## src/rtl/fetch_stage.sv

```systemverilog
// Instruction fetch stage with IF/ID register and single-outstanding imem port.
// Stale responses are discarded after a redirect; hazard freezes are counted.
module fetch_stage #(
  parameter int unsigned ADDR_WIDTH  = 32,
  parameter int unsigned INSTR_WIDTH = 32,
  parameter int unsigned PC_STEP     = 4,
  parameter logic [ADDR_WIDTH-1:0] RESET_PC = '0,
  parameter int unsigned CNT_WIDTH   = 16
) (
  input  logic                   clk,
  input  logic                   rst,
  input  logic                   hazard,
  input  logic                   branch_taken,
  input  logic [ADDR_WIDTH-1:0]  branch_addr,
  output logic                   imem_req,
  output logic [ADDR_WIDTH-1:0]  imem_addr,
  input  logic [INSTR_WIDTH-1:0] imem_rdata,
  input  logic                   imem_ready,
  output logic [ADDR_WIDTH-1:0]  if_id_pc,
  output logic [INSTR_WIDTH-1:0] if_id_instr,
  output logic                   if_id_valid,
  output logic                   fetch_wait,
  output logic [CNT_WIDTH-1:0]   freeze_cnt
);

  typedef enum logic [1:0] {
    IDLE  = 2'd0,
    FETCH = 2'd1,
    DROP  = 2'd2
  } state_t;

  state_t state;
  state_t state_next;

  logic [ADDR_WIDTH-1:0] pc;
  logic [ADDR_WIDTH-1:0] pc_next;
  logic                  active;
  logic                  consume;

  assign pc_next = pc + ADDR_WIDTH'(PC_STEP);
  assign active  = (state != IDLE);
  assign consume = (state == FETCH) && imem_ready;

  always_ff @(posedge clk) begin
    if (rst) begin
      state <= IDLE;
    end else begin
      state <= state_next;
    end
  end

  always_comb begin
    state_next = state;
    unique case (state)
      IDLE: state_next = FETCH;
      FETCH: begin
        if (!imem_ready && branch_taken) begin
          state_next = DROP;
        end
      end
      DROP: begin
        if (imem_ready) begin
          state_next = FETCH;
        end
      end
      default: state_next = IDLE;
    endcase
  end

  always_comb begin
    imem_req   = active;
    fetch_wait = active && !imem_ready;
  end

  // pc and imem_addr diverge only in DROP, where pc holds the redirect target
  always_ff @(posedge clk) begin
    if (rst) begin
      pc        <= RESET_PC;
      imem_addr <= RESET_PC;
    end else begin
      unique case (state)
        IDLE: begin
          pc        <= pc;
          imem_addr <= imem_addr;
        end
        FETCH: begin
          if (branch_taken) begin
            pc <= branch_addr;
            if (imem_ready) begin
              imem_addr <= branch_addr;
            end
          end else if (!hazard && imem_ready) begin
            pc        <= pc_next;
            imem_addr <= pc_next;
          end
        end
        DROP: begin
          if (branch_taken) begin
            pc <= branch_addr;
          end
          if (imem_ready) begin
            imem_addr <= branch_taken ? branch_addr : pc;
          end
        end
        default: begin
          pc        <= RESET_PC;
          imem_addr <= RESET_PC;
        end
      endcase
    end
  end

  always_ff @(posedge clk) begin
    if (rst) begin
      if_id_pc    <= '0;
      if_id_instr <= '0;
      if_id_valid <= 1'b0;
    end else if (active) begin
      if (branch_taken) begin
        if_id_pc    <= '0;
        if_id_instr <= '0;
        if_id_valid <= 1'b0;
      end else if (hazard) begin
        if_id_pc    <= if_id_pc;
        if_id_instr <= if_id_instr;
        if_id_valid <= if_id_valid;
      end else if (consume) begin
        if_id_pc    <= pc_next;
        if_id_instr <= imem_rdata;
        if_id_valid <= 1'b1;
      end else begin
        if_id_pc    <= '0;
        if_id_instr <= '0;
        if_id_valid <= 1'b0;
      end
    end
  end

  always_ff @(posedge clk) begin
    if (rst) begin
      freeze_cnt <= '0;
    end else if (active && hazard && !branch_taken
                 && freeze_cnt != '1) begin
      freeze_cnt <= freeze_cnt + 1'b1;
    end
  end

endmodule

```

## config.mk

```make
export PLATFORM = sky130hd
export DESIGN_NAME = fetch_stage
export DESIGN_NICKNAME = d
export VERILOG_FILES = /design/src/rtl/fetch_stage.sv
export SDC_FILE = /design/constraint.sdc
export NUM_CORES = 1
export LEC_CHECK = 0
export ABC_AREA = 1
export BUFFER_PORTS_ARGS = -buffer_cell sky130_fd_sc_hd__buf_2
export CAP_MARGIN = 0
export CORE_MARGIN = 1
export CORE_UTILIZATION = 30
export CTS_CLUSTER_SIZE = 14
export DETAILED_ROUTE_END_ITERATION = 16
export PLACE_DENSITY_LB_ADDON = 0.05
export SYNTH_ARGS = -nofsm -noshare
export SYNTH_HDL_FRONTEND = slang
export SYNTH_SLANG_ARGS = --single-unit
```

## constraint.sdc

```tcl
create_clock -name clk -period 3.1 [get_ports clk]
set_clock_uncertainty 0.05 [all_clocks]
set_input_delay 0.62 -clock clk [delete_from_list [all_inputs] [get_ports clk]]
set_output_delay 0.62 -clock clk [all_outputs]
set_load 0.05 [all_outputs]
```

==> run_results.csv, run 1 <==
group,metric,value,unit
status,status,"finished, final reports clean",
critical_path,arrival,1.57,ns
synth,synth_ff_type,"dfxtp_1",
synth,yosys.area.top_type,"dfxtp_1",
floorplanning,die-height,155,um
synth,synth_edf_count,0,
detailed_routing,wire_per_inst,15.0,um
critical_path,worst-r2r-setup-slack,0.90,ns
global_route,antenna_found_initial,0,
finish,final_nets,1259,
critical_path,crit_path_end_kind,"primary output",
synth,ys_ff_latch,147,
critical_path,critical_path_class,"flop to primary output",
floorplanning,pin_count,184,
synth,synth_common_cells,"nand2_1, dfxtp_1, a21oi_1, o21ai_0, nor2_1",
critical_path,rr_startpoint,"state[1]$_SDFFE_PP0P_",
power,swShare,0.371,
global_route,grt_overflow_total,0,
clocking,htree_num_levels,4,
power,leakagePower,3.66,nW
detailed_routing,vias,6876,
synth,synth_top_area_frac,0.420,
finish,antenna_cells,0,
synth,syn-instance-count,1027,
clocking,cts-resized-gates,0,
synth,netlist_area,7010,sq um
timing,hold_ws,0.381,ns
clocking,clock_latency,0.43,ns
timing,rsz0062_at_grt,"no",
synth,synth_cell_types,40,
power,pwr-share-comb,0.232,
synth,synth-async-reset-ratio,0,
placed_design,portBuffers,183,
global_route,grt_max_degree,75,
floorplanning,initial_utilization,0.308,
power,power.density,630,nW/um^2
timing,fin_ws,0.857,ns
detailed_routing,vias_per_cell,4.55,
power,power.internal,3.47,mW
synth,yosysSeqAreaShare,0.420,
finish,final_cell_area,8760,sq um
clocking,numCtsBuffers,17,
detailed_routing,wirelength,22600,um
floorplanning,core_area,22800,sq um
job,drv_cap,0,
power,finalPower,5.51,mW
synth,synth_most_common_cell,"nand2_1",
detailed_routing,drc_errors,0,
power,switchingPower,2.05,mW
clocking,post_cts_buffers,0,
critical_path,startpoint,"state[0]$_SDFFE_PP0P_",
timing,fin_tns_setup,0,ns
clocking,cts_sinks,147,
synth,syn_area_per_cell,6.83,sq um
floorplanning,placementRows,55,
floorplanning,die_area,24000,sq um
timing,timing.fmax,446,MHz
critical_path,reg2regPathDepth,10,
timing,setup_violations,0,
synth,yosys-top-cells-area,"dfxtp_1, nand2_1, a21oi_1, o21ai_0, nor2_1",
clocking,cts_max_path_buffers,2,
timing,relSlewSlack,0.394,
finish,layout-drive-gt1-share,0.215,
floorplanning,die_w,155,um
clocking,cts_tree,"done",
clocking,clkSlewWorstSetupHoldPaths,0.07,ns
hold_path,holdPathEnd,"if_id_instr[15]$_SDFFE_PP0P_",
critical_path,start_kind,"flop",
finish,final_util,0.385,
power,clockPowerShare,0.362,
critical_path,rr_endpoint,"imem_addr[25]$_SDFFE_PP0P_",
timing,fin_crit,2.24,ns
synth,syn_nets,1102,
critical_path,worstPathMaxFanout,4,
timing,maxSlewViolCount,0,
timing,worst_pin_slew,0.908,ns
synth,yosysWarnings,0,
global_route,grt_first_pass_wirelength,35900,um
placed_design,pre_cts_ws,0.882,ns
finish,fill_cells,2530,
timing,final_hold_viol_count,0,
hold_path,holdPathStages,3,
timing,fin_crit_sh,0.724,
critical_path,worst-endpoint-required,2.43,ns
global_route,grt_pass1_vias,6366,
placed_design,dp_hpwl,16200,um
detailed_routing,ant_nets,0,
hold_path,hp-start,"imem_rdata[15]",
finish,area_growth,24.9,%
placed_design,place_congestion,0.847,
finish,fin_cells,1510,
global_route,grt_util_all_layers,0.191,
clocking,hold_buffers,0,
detailed_routing,first_pass_iters,5,
placed_design,dp.cells,1478,
detailed_routing,initialDrtViolationCount,477,
placed_design,dpl-instance-area,8200,sq um
power,ir_worst_vdd,0.000307,V
hold_path,hold_class,"input pin to flop",
power,pwr-share-seq,0.406,
clocking,clockRootBuffer,"clkbuf_16",
==> critical path, cell delays in order (launching register included) <==
cell and delay [ns]:
dfxtp_1 0.36, inv_1 0.08, ha_1 0.23, inv_1 0.16
buf_2 0.30
==> power groups by stage <==
stage	Combinational (mW)	Clock [mW]	Sequential [mW]
3_3_place_gp	1.28	0	2.28
3_5_place_dp	1.28	0	2.27
4_1_cts	1.29	2.04	2.23
6_report	1.28	2.00	2.24
5_1_grt	1.42	2.14	2.26
2_1_floorplan	0.626	0	2.52
==> cell usage in the layout (no fill, tap or decap), types with 3 or more instances in the layout <==
cell,Yosys,final
buf_4,5,12
nand2_2,7,8
inv_8,0,3
a211oi_1,4,4
a21oi_1,141,141
xnor2_1,9,9
nor3_1,7,7
nor2_1,96,96
dfxtp_1,147,147
o21ai_0,119,119
inv_1,48,48
ha_1,6,6
nor2_2,6,6
o211ai_1,4,4
xor2_1,4,4
clkbuf_16,0,17
a21o_1,3,3
clkinvlp_4,0,4
nor2_4,6,6
inv_6,0,4
nand3b_1,6,6
or2_0,6,6
nand3_1,28,28
nand2_1,298,297
buf_2,12,183
==> cell families (layout without fill, tap and decap cells) <==
kind of cell,count (synthesis),count (layout),synth area share
compound gates,280,280,0.207
flops,147,147,0.420
simple gates,469,469,0.281
buf+inv,112,282,0.0655
fa+ha+maj,6,6,0.0107
xor+xnor,13,13,0.0162
==> worst max path at each step <==
stage	end	cells after the start
after floorplan	imem_addr[29]$_SDFFE_PP0P_	7
after global placement	imem_addr[3]$_SDFFE_PP0P_	7
after detailed placement	imem_addr[3]$_SDFFE_PP0P_	7
after CTS	imem_req	4
after global routing	imem_addr[26]$_SDFFE_PP0P_	10
final	imem_req	4
==> registers in the layout (all words and copies together) (netlist names) <==
register	cells
state	2
if_id_valid	1
if_id_pc	32
imem_addr	32
if_id_instr	32
pc	32
freeze_cnt	16
==> area by class of cell <==
type                    count  area (sq um)  share of cell area
inverters                  53           201              0.0230
clock buffers              19           443              0.0506
multi-input cells         768          3620               0.413
clock inverters            13           116              0.0133
repair buffers            197          1050               0.119
flip-flops and latches    147          2940               0.336
well taps                 313           392              0.0447
==> metal layers <==
layer  global-route usage  vias up  wire length [um]
met5                    0        -                 0
met4               0.0542        0               289
li1                     -     3684                 -
met3               0.0370       23              1080
met2                0.250      180              8460
met1                0.306     2989             12800
No activity file was read; power rests on OpenSTA's default activity.
==> run 2, diff against run 1 <==
--- a/config.mk
+++ b/config.mk
@@ -5,7 +5,7 @@
 export SDC_FILE = /design/constraint.sdc
 export NUM_CORES = 1
 export LEC_CHECK = 0
-export ABC_AREA = 1
+export ABC_AREA = 0
 export BUFFER_PORTS_ARGS = -buffer_cell sky130_fd_sc_hd__buf_2
 export CAP_MARGIN = 0
 export CORE_MARGIN = 1
==> constraint.sdc (replaced) <==
create_clock -name clk -period 2.3 [get_ports clk]
set_clock_uncertainty 0.05 [all_clocks]
set_input_delay 0.46 -clock clk [delete_from_list [all_inputs] [get_ports clk]]
set_output_delay 0.46 -clock clk [all_outputs]
set_load 0.05 [all_outputs]
==> run_results.csv, run 2 <==
group,metric,value,unit
floorplanning,placementRows,56,
critical_path,critical_path_class,"flop to flop",
power,ir_worst_vdd,0.000359,V
timing,maxSlewViolCount,0,
finish,fin_cells,1407,
status,status,"finished, final reports clean",
floorplanning,core_area,23400,sq um
finish,final_nets,1150,
placed_design,dp_hpwl,18900,um
clocking,numCtsBuffers,17,
synth,synth_edf_count,0,
synth,synth_top_area_frac,0.412,
critical_path,worst-r2r-setup-slack,0.07,ns
finish,antenna_cells,0,
global_route,grt-busiest-layer,"met1",
floorplanning,pin_count,184,
critical_path,crit_top_cell,"buf_4",
synth,synth-async-reset-ratio,0,
critical_path,worst-endpoint-required,2.60,ns
critical_path,slowest_stage,"or4_1",
power,leakagePower,3.83,nW
critical_path,worstPathMaxFanout,6,
job,drv_cap,0,
global_route,grt_first_pass_wirelength,39800,um
floorplanning,die_w,156,um
clocking,clkSlewWorstSetupHoldPaths,0.07,ns
global_route,use_met1,0.318,
placed_design,portBuffers,183,
global_route,antenna_found_initial,1,
synth,netlist_area,7150,sq um
timing,relSlewSlack,0.469,
global_route,grt_overflow_total,0,
finish,final_common_cell,"buf_2",
power,finalPower,6.75,mW
timing,fin_crit,2.23,ns
power,power.density,710,nW/um^2
global_route,grt_pass1_vias,6692,
placed_design,pre_cts_ws,0.00276,ns
clocking,hold_buffers,0,
global_route,use_met3,0.0438,
timing,setup_violations,0,
synth,syn-instance-count,870,
finish,area_growth,32.8,%
synth,yosysWarnings,0,
clocking,htree_num_levels,4,
finish,fill_cells,2479,
floorplanning,die-height,156,um
detailed_routing,ant_nets,0,
placed_design,dpl-instance-area,8840,sq um
clocking,cts_sinks,147,
finish,multi_input_area,3880,sq um
detailed_routing,vias,7332,
synth,yosysSeqAreaShare,0.412,
global_route,grt_max_degree,49,
synth,ys_ff_latch,147,
synth,syn_nets,945,
critical_path,worstPathCellList,"buf_4 -> nand4_4 -> buf_4 -> or3_1 -> or4_1 -> and3_1 -> o22ai_1",
timing,fin_ws,0.0748,ns
detailed_routing,first_pass_iters,5,
critical_path,crit_path_end_kind,"flop",
global_route,grt_util_met2,0.316,
clocking,clockRootBuffer,"clkbuf_16",
timing,final_hold_viol_count,0,
detailed_routing,drc_errors,0,
timing,fin_crit_sh,0.967,
synth,yosys-top-cells-area,"dfxtp_1, a22oi_1, nand2_1, nor2_1, o21ai_0",
critical_path,start_kind,"flop",
clocking,clock_latency,0.43,ns
critical_path,cpPeakStageDelay,0.52,ns
finish,final_cell_area,9500,sq um
timing,rsz0062_at_grt,"yes",
detailed_routing,wire_per_inst,18.5,um
clocking,cts_tree,"done",
detailed_routing,initialDrtViolationCount,617,
synth,synth_ff_type,"dfxtp_1",
synth,syn_area_per_cell,8.22,sq um
timing,fin_tns_setup,0,ns
hold_path,hold_class,"input pin to flop",
critical_path,arrival,2.53,ns
floorplanning,initial_utilization,0.306,
timing,timing.fmax,449,MHz
global_route,grt_util_all_layers,0.215,
timing,worst_pin_slew,0.791,ns
synth,synth_common_cells,"dfxtp_1, nand2_1, nor2_1, clkbuf_1, o21ai_0",
clocking,cts_max_path_buffers,2,
floorplanning,die_area,24500,sq um
finish,layout-drive-gt1-share,0.301,
placed_design,dp.cells,1375,
placed_design,place_congestion,0.874,
detailed_routing,vias_per_cell,5.21,
synth,yosys.area.top_type,"dfxtp_1",
detailed_routing,wirelength,26000,um
synth,synth_cell_types,68,
finish,seqCellArea,2950,sq um
finish,final_cell_mix,"buf_2, dfxtp_1, nand2_1",
synth,synth_most_common_cell,"dfxtp_1",
## run 2: cell types whose count changed after synthesis, moves of 15 or more
| cell | change |
|---|---|
| nand2_1 | -200 |
| a21oi_1 | -94 |
| o21ai_0 | -61 |
| a22oi_1 | +50 |
| inv_1 | -38 |
| clkbuf_1 | +22 |
| nand4_1 | +18 |
| nand3_1 | +16 |
| nor2_1 | -15 |
| o21a_1 | +15 |
## run 2: worst paths after layout
| kind | cells after the start | to | from |
|---|---|---|---|
| hold reg to reg | 2 | if_id_pc[16]$_SDFFE_PP0P_ | if_id_pc[16]$_SDFFE_PP0P_ |
| setup reg to reg | 7 | imem_addr[15]$_SDFFE_PP0P_ | pc[2]$_SDFFE_PP0P_ |
| setup / recovery | 7 | imem_addr[15]$_SDFFE_PP0P_ | pc[2]$_SDFFE_PP0P_ |
| hold / removal | 3 | if_id_instr[13]$_SDFFE_PP0P_ | imem_rdata[13] |
## run 2: metrics by stage
stage	hold slack, ns	utilization
global placement	0.379	0.378
finish	0.209	0.406
global route	0.211	0.406
CTS	0.197	0.404
detailed placement	0.389	0.378
floorplan	0.398	-
## run 2: cell families after synthesis
group	share of synthesized area
and+or+nand+nor	0.228
AOI/OAI and AO/OA	0.244
DFF	0.412
buffers and inverters	0.0516
xor gates and xnor gates	0.0441
muxes	0.00997
adders and majority gates	0.0105
## run 2: final cells by class
class / count / share of cell area
multi-input combinational: 632 / 0.408
clock buffer: 17 / 0.0448
tap: 319 / 0.0420
clock inverter: 15 / 0.0204
inverter: 12 / 0.00514
timing repair buffer: 265 / 0.169
sequential: 147 / 0.310
## run 2: metal layers
metal | vias to the layer above | part of all wire
li1 | 3595 | -
met1 | 3484 | 0.51
met2 | 238 | 0.43
met3 | 15 | 0.057
met4 | 0 | 0.0095
met5 | - | 0
## run 2: timing repair
action	CTS	global route
gates cloned	0	0
resized for setup	1	13
buffers inserted	0	0
pin swaps	0	0
endpoints found under the setup margin	2	28
## run 2: critical path, delay by kind of cell (launching register included)
kind | cells | cell delay, ns
and+or+nand+nor | 4 | 1.25
DFF | 1 | 0.37
buffers and inverters | 2 | 0.33
AOI/OAI and AO/OA | 1 | 0.15
## run 2: power breakdown
group / total [mW] / internal (mW) / leakage [nW] / switching (mW)
Combinational: 1.12 / 0.343 / 2.34 / 0.780
Sequential: 2.62 / 2.59 / 1.19 / 0.0348
Clock: 3.00 / 1.75 / 0.305 / 1.26
Total: 6.75 / 4.68 / 3.83 / 2.07
==> run 3, diff against run 2 <==
--- a/config.mk
+++ b/config.mk
@@ -9,10 +9,11 @@
 export BUFFER_PORTS_ARGS = -buffer_cell sky130_fd_sc_hd__buf_2
 export CAP_MARGIN = 0
 export CORE_MARGIN = 1
-export CORE_UTILIZATION = 30
+export CORE_UTILIZATION = 40
 export CTS_CLUSTER_SIZE = 14
 export DETAILED_ROUTE_END_ITERATION = 16
 export PLACE_DENSITY_LB_ADDON = 0.05
+export SETUP_SLACK_MARGIN = 0.5
 export SYNTH_ARGS = -nofsm -noshare
 export SYNTH_HDL_FRONTEND = slang
 export SYNTH_SLANG_ARGS = --single-unit
==> run_results.csv, run 3 (synthesized netlist as in run 2, its figures left out) <==
group,metric,value,unit
global_route,antenna_found_initial,1,
global_route,grt_pass1_vias,7096,
global_route,grt_util_all_layers,0.279,
finish,area_growth,56.4,%
critical_path,critical_path_class,"flop to flop",
placed_design,dp.cells,1262,
critical_path,worst-r2r-setup-slack,0.20,ns
finish,final_cell_area,11200,sq um
clocking,clock_latency,0.43,ns
critical_path,worst-endpoint-required,2.60,ns
critical_path,path_buf_inv,2,
placed_design,pre_cts_ws,0.0412,ns
detailed_routing,first_pass_iters,5,
finish,fin_cells,1388,
finish,final_util,0.644,
critical_path,start_kind,"flop",
detailed_routing,vias,7988,
placed_design,place_congestion,0.856,
detailed_routing,wire_per_inst,19.8,um
critical_path,arrival,2.40,ns
critical_path,worstPathMaxFanout,3,
hold_path,holdPathStages,3,
detailed_routing,wirelength,27500,um
placed_design,dpl-instance-area,8740,sq um
placed_design,dp_hpwl,16700,um
timing,setup_violations,0,
clocking,clockRootBuffer,"clkbuf_16",
power,leakagePower,4.58,nW
detailed_routing,initialDrtViolationCount,632,
global_route,grt_max_degree,69,
placed_design,portBuffers,183,
finish,final_common_cell,"buf_2",
floorplanning,die-height,136,um
timing,timing.fmax,477,MHz
clocking,clkSlewWorstSetupHoldPaths,0.07,ns
floorplanning,die_area,18400,sq um
critical_path,cp_top_family,"simple AND/OR/NAND/NOR gates",
global_route,grt_overflow_total,0,
clocking,htree_num_levels,4,
timing,worst_pin_slew,0.438,ns
critical_path,worstPathCellList,"buf_12 -> nand4_4 -> buf_4 -> or3_4 -> or4_4 -> and3_1 -> o22ai_1",
timing,hold_ws,0.214,ns
timing,fin_tns_setup,0,ns
hold_path,holdPathEnd,"if_id_instr[28]$_SDFFE_PP0P_",
hold_path,hp-start,"imem_rdata[28]",
floorplanning,pin_count,184,
clocking,hold_buffers,0,
critical_path,crit_path_end_kind,"flop",
clocking,cts_tree,"done",
timing,rsz0062_at_grt,"yes",
power,power.density,631,nW/um^2
floorplanning,placementRows,48,
timing,fin_crit_sh,0.912,
power,ir_worst_vdd,0.000476,V
timing,fin_crit,2.10,ns
job,drv_cap,0,
clocking,cts_sinks,147,
critical_path,cpPeakStageDelay,0.50,ns
hold_path,hold_class,"input pin to flop",
timing,relSlewSlack,0.708,
finish,layout-drive-gt1-share,0.465,
status,status,"finished, final reports clean",
finish,final_nets,1224,
finish,final_cell_mix,"buf_2, dfxtp_1, buf_4",
clocking,numCtsBuffers,17,
power,finalPower,7.06,mW
timing,maxSlewViolCount,0,
critical_path,startpoint,"pc[2]$_SDFFE_PP0P_",
global_route,grt_first_pass_wirelength,39500,um
floorplanning,core_area,17400,sq um
critical_path,rr_startpoint,"pc[2]$_SDFFE_PP0P_",
critical_path,slowest_stage,"or4_4",
detailed_routing,ant_nets,0,
timing,final_hold_viol_count,0,
floorplanning,initial_utilization,0.412,
critical_path,reg2regPathDepth,7,
detailed_routing,drc_errors,0,
floorplanning,die_w,136,um
detailed_routing,vias_per_cell,5.76,
critical_path,rr_endpoint,"imem_addr[15]$_SDFFE_PP0P_",
clocking,cts_max_path_buffers,2,
timing,fin_ws,0.203,ns
==> run 3: worst max-delay path by stage <==
| stage | endpoint | cells past startpoint | slack (ns) |
|---|---|---|---|
| floorplan | imem_addr[16]$_SDFFE_PP0P_ | 6 | 0.19 |
| global placement | imem_addr[17]$_SDFFE_PP0P_ | 8 | -0.005 |
| detailed placement | imem_addr[17]$_SDFFE_PP0P_ | 8 | 0.04 |
| CTS | imem_addr[16]$_SDFFE_PP0P_ | 6 | 0.25 |
| global route | imem_addr[21]$_SDFFE_PP0P_ | 7 | 0.16 |
| finish | imem_addr[15]$_SDFFE_PP0P_ | 7 | 0.20 |
==> run 3: timing repair <==
item,in CTS,in global routing
setup buffers,50,37
endpoints found under the setup margin,125,137
cloned,4,2
gates resized for setup,131,101
pin swaps,40,58
==> run 3: worst min-delay path, delay by kind of cell <==
family          cells  cell delay [ns]
compound gates      1             0.05
simple gates        1             0.07
buf+inv             1             0.08
==> run 3: report_power, final <==
part / total [mW] / leakage (nW) / switching [mW] / internal (mW)
Combinational: 1.58 / 3.08 / 0.943 / 0.635
Sequential: 2.62 / 1.21 / 0.0401 / 2.58
Clock: 2.86 / 0.289 / 1.23 / 1.63
==> run 3: cell type report <==
cell class | count | area, sq um
flip-flops and latches | 147 | 3020
multi-input cells | 632 | 4740
diodes | 1 | 2.50
inverters | 12 | 58.8
repair buffers | 339 | 2490
clock inverters | 15 | 169
fillers | 1447 | 6170
clock buffers | 17 | 425
well taps | 225 | 282
==> run 3: layer usage <==
| metal | GRT usage | part of all wire | vias up |
|---|---|---|---|
| li1 | - | - | 3737 |
| met1 | 0.398 | 0.44 | 3771 |
| met2 | 0.406 | 0.45 | 406 |
| met3 | 0.0584 | 0.083 | 74 |
| met4 | 0.108 | 0.031 | 0 |
| met5 | 0 | 0 | - |
